--- src/rtl/peripheral_bcd_n.sv ---
// Memory-mapped binary-to-BCD converter for the FemtoRV32 bus.
// Runs a sequential double-dabble engine on an unsigned or two's-complement operand.
module peripheral_bcd_n #(
    parameter int BIN_W  = 16,
    parameter int DIGITS = 5
) (
    input  logic        clk,
    input  logic        reset,
    input  logic [31:0] d_in,
    input  logic        cs,
    input  logic [4:0]  addr,
    input  logic        rd,
    input  logic        wr,
    output logic [31:0] d_out,
    output logic        irq
);

    localparam int BCD_W = 4 * DIGITS;
    localparam int CNT_W = $clog2(BIN_W + 1);

    localparam logic [1:0] IDLE   = 2'd0;
    localparam logic [1:0] SHIFT  = 2'd1;
    localparam logic [1:0] FINISH = 2'd2;

    localparam logic [2:0] REG_DATA   = 3'd0;
    localparam logic [2:0] REG_CTRL   = 3'd1;
    localparam logic [2:0] REG_STATUS = 3'd2;
    localparam logic [2:0] REG_LO     = 3'd3;
    localparam logic [2:0] REG_HI     = 3'd4;

    logic [1:0]       state;
    logic [BIN_W-1:0] operand;
    logic [BIN_W-1:0] bin_sr;
    logic [BCD_W-1:0] bcd_acc;
    logic [BCD_W-1:0] bcd_adj;
    logic [BCD_W-1:0] result;
    logic [CNT_W-1:0] bit_cnt;
    logic             sign_pend;
    logic             result_sign;
    logic             signed_mode;
    logic             ien;
    logic             done;
    logic             err;
    logic             busy;

    logic [2:0]       reg_sel;
    logic             wr_data;
    logic             wr_ctrl;
    logic             wr_status;
    logic             rd_lo;
    logic [31:0]      rdata;
    logic [63:0]      res_pad;

    logic [BIN_W:0]   op_ext;
    logic [BIN_W:0]   op_neg;
    logic             start_neg;
    logic [BIN_W-1:0] start_mag;
    logic             unused_bits;

    assign reg_sel   = addr[4:2];
    assign wr_data   = cs & wr & (reg_sel == REG_DATA);
    assign wr_ctrl   = cs & wr & (reg_sel == REG_CTRL);
    assign wr_status = cs & wr & (reg_sel == REG_STATUS);
    assign rd_lo     = cs & rd & (reg_sel == REG_LO);
    assign busy      = (state != IDLE);
    assign irq       = done & ien;
    assign res_pad   = 64'(result);

    // Negation is done one bit wider so the most negative operand maps to an exact magnitude.
    assign op_ext    = {d_in[BIN_W-1], d_in[BIN_W-1:0]};
    assign op_neg    = -op_ext;
    assign start_neg = signed_mode & d_in[BIN_W-1];
    assign start_mag = start_neg ? op_neg[BIN_W-1:0] : d_in[BIN_W-1:0];

    assign unused_bits = ^{d_in, addr[1:0], op_neg[BIN_W], res_pad[63]};

    always_comb begin
        bcd_adj = bcd_acc;
        for (int i = 0; i < DIGITS; i++) begin
            if (bcd_acc[4*i +: 4] >= 4'd5)
                bcd_adj[4*i +: 4] = bcd_acc[4*i +: 4] + 4'd3;
        end
    end

    always_comb begin
        rdata = 32'd0;
        case (reg_sel)
            REG_DATA:   rdata = 32'(operand);
            REG_CTRL:   rdata = {30'd0, ien, signed_mode};
            REG_STATUS: rdata = {29'd0, err, done, busy};
            REG_LO:     rdata = res_pad[31:0];
            REG_HI:     rdata = {result_sign, res_pad[62:32]};
            default:    rdata = 32'd0;
        endcase
    end

    // Later assignments to done win, so a FINISH set overrides a same-cycle clear.
    always_ff @(posedge clk) begin
        if (!reset) begin
            state       <= IDLE;
            operand     <= '0;
            bin_sr      <= '0;
            bcd_acc     <= '0;
            result      <= '0;
            bit_cnt     <= '0;
            sign_pend   <= 1'b0;
            result_sign <= 1'b0;
            signed_mode <= 1'b0;
            ien         <= 1'b0;
            done        <= 1'b0;
            err         <= 1'b0;
            d_out       <= 32'd0;
        end else begin
            if (cs && rd)
                d_out <= rdata;
            if (wr_ctrl)
                {ien, signed_mode} <= d_in[1:0];
            if (wr_status && d_in[1])
                done <= 1'b0;
            if (wr_status && d_in[2])
                err <= 1'b0;
            if (rd_lo)
                done <= 1'b0;
            if (wr_data && busy)
                err <= 1'b1;

            case (state)
                IDLE: begin
                    if (wr_data) begin
                        operand   <= d_in[BIN_W-1:0];
                        bin_sr    <= start_mag;
                        sign_pend <= start_neg;
                        bcd_acc   <= '0;
                        done      <= 1'b0;
                        bit_cnt   <= CNT_W'(BIN_W);
                        state     <= SHIFT;
                    end
                end
                SHIFT: begin
                    bcd_acc <= {bcd_adj[BCD_W-2:0], bin_sr[BIN_W-1]};
                    bin_sr  <= bin_sr << 1;
                    bit_cnt <= bit_cnt - CNT_W'(1);
                    if (bit_cnt == CNT_W'(1))
                        state <= FINISH;
                end
                FINISH: begin
                    result      <= bcd_acc;
                    result_sign <= sign_pend;
                    done        <= 1'b1;
                    state       <= IDLE;
                end
                default: state <= IDLE;
            endcase
        end
    end

endmodule

--- config.mk ---
export PLATFORM = sky130hd
export DESIGN_NAME = peripheral_bcd_n
export DESIGN_NICKNAME = d
export VERILOG_FILES = /design/src/rtl/peripheral_bcd_n.sv
export SDC_FILE = /design/constraint.sdc
export NUM_CORES = 1
export LEC_CHECK = 0
export CAP_MARGIN = 20
export CORE_ASPECT_RATIO = 0.7
export CORE_MARGIN = 4
export CORE_UTILIZATION = 45
export DETAILED_ROUTE_END_ITERATION = 16
export PLACE_DENSITY = 0.68
export REMOVE_ABC_BUFFERS = 1
export SYNTH_ARGS = -nofsm -noshare
export SYNTH_HDL_FRONTEND = slang
export SYNTH_SLANG_ARGS = --single-unit
--- constraint.sdc ---
create_clock -name clk -period 2.5 [get_ports clk]
set_clock_uncertainty 0.2 [all_clocks]
set_input_delay 0.375 -clock clk [delete_from_list [all_inputs] [get_ports clk]]
set_output_delay 0.375 -clock clk [all_outputs]
set_load 0.05 [all_outputs]
# Word-level counts from Yosys, hierarchy flattened
# Index checks and enable logic that the tools add are counted.
[word_totals]
reg_bits = 117
in_bits = 42
output_inout_bits = 33
wordCells = 76
[op_classes]
add_sub_neg = 7
n_lt_le_gt_ge = 5
n_eq_ne = 9
n_mux = 22
bitwise = 8
n_reduce_logical = 12
[op_table]
columns = ["op", "n"]
rows = [
  ["$pmux W32 S5", 1],
  ["$pmux W20 S2", 1],
  ["$mux W16", 2],
  ["$pmux W16 S2", 1],
  ["$ge A4 B3 Y1 const B", 5],
  ["$mux W20", 1],
  ["$add A4 B2 Y4 const B", 4],
  ["$mux W4", 4],
  ["$neg A16 Y16", 1],
  ["$pmux W5 S2", 1],
  ["$and A1 B1 Y1", 8],
  ["$eq A3 B2 Y1 const B", 2],
  ["$reduce_and A2 Y1", 3],
  ["$reduce_bool A2 Y1", 3],
  ["$eq A5 B1 Y1 const B", 1],
  ["$mux W1", 5],
  ["$mux W5", 1],
  ["$sub A5 B1 Y5 const B", 1],
  ["$logic_and A1 B1 Y1", 4],
  ["$mux W2", 2],
  ["$ne A2 B2 Y1 const B", 2],
  ["$pmux W2 S2", 1],
  ["$add A3 B2 Y3 const B", 1],
  ["$eq A3 B1 Y1 const B", 1],
  ["7 further kinds", 7],
]

# Depth between registers and ports, before layout
# Gate-level depths: netlist of run 1.
[logic_depth]
depth_word = 7
depth_mapped = 7
mapped_depth_nobuf = 6

# Worst setup path before layout of run 1
# OpenSTA, ideal clock, no wires.
[synth_timing]
path_type = "input to register"
startpoint = "in addr[2]"
endpoint = "reg bit_cnt[1]"
setup_ns = 0.128
arrival_time_ns = 1.584
t_required_ns = 2.172
path_slack_ns = 0.589
path_stages = 6
path_buffers = 2
path_cell_list = "buf_2 or4_4 or2_4 buf_6 a31oi_1 nor2_1"
[synth_via]
elab_chain_len = 4
[synth_rtl]
columns = ["element", "line", "source"]
rows = [
  ["from (decl)", "11", "input logic [4:0] addr,"],
  ["$logic_not A3 Y1", "61", "assign wr_data = cs & wr & (reg_sel == REG_DATA);"],
  ["$and A1 B1 Y1", "61", ""],
  ["$ne A2 B2 Y1 (no line)", "n/a", ""],
  ["$reduce_and A2 Y1 (no line)", "n/a", ""],
  ["to (signal assigned)", "135", "bit_cnt <= CNT_W'(BIN_W);"],
  ["to (signal assigned)", "142", "bit_cnt <= bit_cnt - CNT_W'(1);"],
  ["to (decl)", "37", "logic [CNT_W-1:0] bit_cnt;"],
]
# No other way between the ends.
# A chain may end at the register's enable or synchronous reset.

# Worst setup path in the final report of run 1
[layout_timing]
startpoint = "in d_in[0]"
endpoint = "reg bin_sr[14]"
[layout_via]
elab_chain_len = 4
[layout_rtl]
columns = ["element", "line", "source"]
rows = [
  ["from (decl)", "9", "input logic [31:0] d_in,"],
  ["$neg A16 Y16", "71", "assign op_neg = -op_ext;"],
  ["$mux W16", "73", "assign start_mag = start_neg ? op_neg[BIN_W-1:0] : d_in[BIN_W-1:0];"],
  ["$mux W16", "129", "if (wr_data) begin"],
  ["$pmux W16 S2", "127", "case (state)"],
  ["to (signal assigned)", "131", "bin_sr <= start_mag;"],
  ["to (signal assigned)", "141", "bin_sr <= bin_sr << 1;"],
  ["to (decl)", "33", "logic [BIN_W-1:0] bin_sr;"],
]
# No other way between the ends. The select of a mux whose other input is x is not followed.

==> flow_summary_export.csv, run 1 <==
group,metric,value,unit
critical_path,worstReg2RegEnd,"bin_sr[12]$_SDFFE_PN0P_",
timing,fin_tns_setup,0,ns
die,die-area,12800,um2
cells_and_area,antenna_cells,0,
critical_path,critPathArrivalTime,2.35,ns
timing,max_freq,0.429,GHz
timing,rsz0062_at_grt,"no",
detailed_routing,ant_nets,0,
detailed_routing,wl_met3,939,um
flow_run,drv_cap,0,
synthesis,synth_edf_count,0,
die,die_w,133,um
cells_and_area,drive_above_1_share,0.107,
detailed_routing,highest_layer,"met4",
clock_tree,cts_tree,"done",
grt,grtUsageTotal,0.209,
critical_path,worstSetupStartpointType,"input pin",
power_and_ir_drop,power_leakage,0.00210,uW
critical_path,reg2reg_from,"state[0]$_SDFFE_PN0P_",
clock_tree,cts_hold_buf,0,
detailed_routing,met2WireLength,5640,um
timing,finalHoldViolCount,0,
critical_path,crit_chain,"clkdlybuf4s50_1, inv_1, ha_1, nor3b_1, a41oi_1, xnor2_1, o21ai_0",
detailed_routing,via_count,4440,
cells_and_area,seq_area,2120,um2
synthesis,synthArstFlopShare,0,
detailed_routing,wl_per_cell,16.5,um
timing,min_period,2.33,ns
power_and_ir_drop,p_per_area,593,nW/um2
placement,place.gp.congestion,0.858,
clock_tree,h-tree-depth,3,
die,die_h,95.7,um
detailed_routing,drt_wl_total,13000,um
synthesis,ys.flop_type,"dfxtp_1",
die,core,10600,um2
synthesis,seq_area_frac_synth,0.429,
grt,grt_antenna_before_repair,0,
synthesis,yosys-top-cells-area,"dfxtp_1, nand2_1, a21oi_1",
cells_and_area,final_util,0.567,
detailed_routing,drc,0,
synthesis,avgSynthCellArea,8.51,um2
timing,timing.slew.headroom,0.383,
critical_path,ff2ff_path_depth,5,
critical_path,cp_max_fo,6,
critical_path,cp_slowest_cell,"nor3b_1",
detailed_routing,routed_via_density,5.65,
clock_tree,cts_root_buf,"clkbuf_16",
synthesis,syn_inst,581,
detailed_routing,drt-met1-wl,6270,um
synthesis,synth_cell_type_count,57,
detailed_routing,drt_first_pass_iters,5,
critical_path,critical_path.top_delay_family,"simple AND/OR/NAND/NOR gates",
grt,grt_max_degree,44,
timing,finalSetupViolCount,0,
timing,tightest_slew,0.923,ns
critical_path,cp-startpoint,"d_in[0]",
detailed_routing,initialDrtViolationCount,366,
cells_and_area,nNetsFinal,688,
hold_path,min_to,"result[9]$_SDFFE_PN0P_",
synthesis,yosys.area.top_type_share,0.429,
die,rows,31,
power_and_ir_drop,ir_drop,0.304,mV
critical_path,slowest_delay,0.77,ns
critical_path,crit_buf_inv,2,
hold_path,min_from,"result[9]$_SDFFE_PN0P_",
synthesis,ys_ff_latch,106,
synthesis,synth_warnings,0,
die,ioPinCount,75,
cells_and_area,design_area,5980,um2
timing,slew_viol_final,0,
critical_path,worstSetupPathType,"input pin to flip-flop",
clock_tree,post_cts_buffers,0,
cells_and_area,multi_input_area,2530,um2
placement,place_ws,-0.113,ns
hold_path,hold_path.class,"flip-flop to flip-flop",
cells_and_area,area_delta_synth_final,21.0,%
cells_and_area,final.fill_count,976,
run_status,status,"completed",
critical_path,crit_required,2.52,ns
grt,grt-ovfl-total,0,
die,start_util,0.469,
timing,finalWorstSetupSlack,0.171,ns
clock_tree,cts_sinks,106,
placement,detailed_place_hpwl,9160,um
hold_path,hold_depth,2,
critical_path,worstSetupEndpointType,"flip-flop",
grt,grt_pass1_vias,4174,
clock_tree,cts_buffer_depth,2,
clock_tree,clkTransAtPathRegs,0.06,ns
timing,min_period_over_period,0.931,
clock_tree,cts-resized-gates,0,
placement,place_area,5650,um2
placement,io_buffers,45,
power_and_ir_drop,total_power,3550,uW
synthesis,synth_top_area_cell,"dfxtp_1",
clock_tree,worstSkewPairLatency,0.35,ns
synthesis,netlist_area,4940,um2
grt,grt_pass1_wl,21300,um
critical_path,r2r_setup_slack,0.51,ns
clock_tree,cts_buffers,9,
cell usage after synthesis (all sizes together) (4+ instances only):
cell type and number:
a31oi 5, o211ai 5, a22o 20, o21ai 17, nand4 6, o32ai 4
ha 13, dfxtp 106, buf 22, o2bb2ai 11, clkbuf 27, nand2b 7
nor2 43, a22oi 31, inv 21, xnor2 13, and2 9, nand2 94
a21oi 58, nand3 8, mux2 6, xor2 5, nor3 9
per-layer routing:
metal  vias to the layer above  track usage
met4                         0       0.0522
met5                         -            0
met2                       159        0.318
li1                       2144            -
met1                      2122        0.304
met3                        15       0.0439
area by class of cell:
type	instances	area share
Multi-Input combinational cell	415	0.424
Sequential cell	106	0.355
Timing Repair Buffer	80	0.121
Clock buffer	11	0.0423
Tap cell	148	0.0310
Clock inverter	5	0.0138
Inverter	21	0.0132
layout by cell type (no fill, tap or decap), drive strengths merged, types with 9 or more instances in the layout:
| cell type | count |
|---|---|
| ha | 13 |
| o2bb2ai | 11 |
| and2 | 9 |
| nand2 | 94 |
| a22o | 20 |
| dfxtp | 106 |
| clkdlybuf4s50 | 45 |
| o21ai | 17 |
| buf | 35 |
| a22oi | 31 |
| nor3 | 9 |
| nor2 | 43 |
| a21oi | 58 |
| conb | 11 |
| inv | 23 |
| xnor2 | 13 |
| clkbuf | 11 |
logic make-up (layout without fill, tap and decap cells):
| family | Yosys count | after routing | share of synthesized area |
|---|---|---|---|
| compound gates | 167 | 167 | 0.228 |
| xor+xnor | 18 | 18 | 0.0319 |
| fa+ha+maj | 13 | 13 | 0.0329 |
| buf+inv | 70 | 117 | 0.0658 |
| flops | 106 | 106 | 0.429 |
| mux | 11 | 11 | 0.0289 |
| other cells | 1 | 11 | 0.000759 |
| simple gates | 195 | 195 | 0.182 |
power by group:
part	internal [uW]	switching (uW)
combinational	92.4	171
sequential	1700	8.64
clock	938	639
sequential cells by signal, indices dropped and copies added (netlist names):
signal and flops:
bcd_acc 20, bin_sr 16, bit_cnt 5, d_out 21
done 1, err 1, ien 1, operand 16
result 20, result_sign 1, sign_pend 1, signed_mode 1
state 2
stage by stage:
step / hold WS, ns / cells
final: 0.256 / 786
after global routing: 0.279 / 786
after CTS: 0.255 / 786
after detailed placement: 0.246 / 770
after global placement: 0.243 / 770
after floorplan: 0.232 / 542
how the worst max path moves through the flow:
stage / endpoint / slack (ns) / cells after the start
final: bin_sr[14]$_SDFFE_PN0P_ / 0.17 / 7
after global routing: bin_sr[14]$_SDFFE_PN0P_ / 0.05 / 7
after CTS: bin_sr[14]$_SDFFE_PN0P_ / 0.24 / 7
after detailed placement: bin_sr[14]$_SDFFE_PN0P_ / -0.11 / 7
after global placement: bin_sr[14]$_SDFFE_PN0P_ / -0.05 / 7
after floorplan: bin_sr[9]$_SDFFE_PN0P_ / 0.02 / 3
worst reg2reg max path: stages (launching register included):
cell,delay [ns]
dfxtp_1,0.39
or4_4,0.58
nor2_2,0.17
buf_12,0.18
nand2_1,0.19
o21ai_0,0.21
No activity file was read; power rests on OpenSTA's default activity.
==> inputs of run 2 (changes only) <==
--- a/config.mk
+++ b/config.mk
@@ -10,6 +10,7 @@
 export CORE_MARGIN = 4
 export CORE_UTILIZATION = 45
 export DETAILED_ROUTE_END_ITERATION = 16
+export GPL_ROUTABILITY_DRIVEN = 0
 export PLACE_DENSITY = 0.68
 export REMOVE_ABC_BUFFERS = 1
 export SYNTH_ARGS = -nofsm -noshare
==> results of run 2 <==
Same layout as run 1: the final DEF is identical, and so are final timing and power.
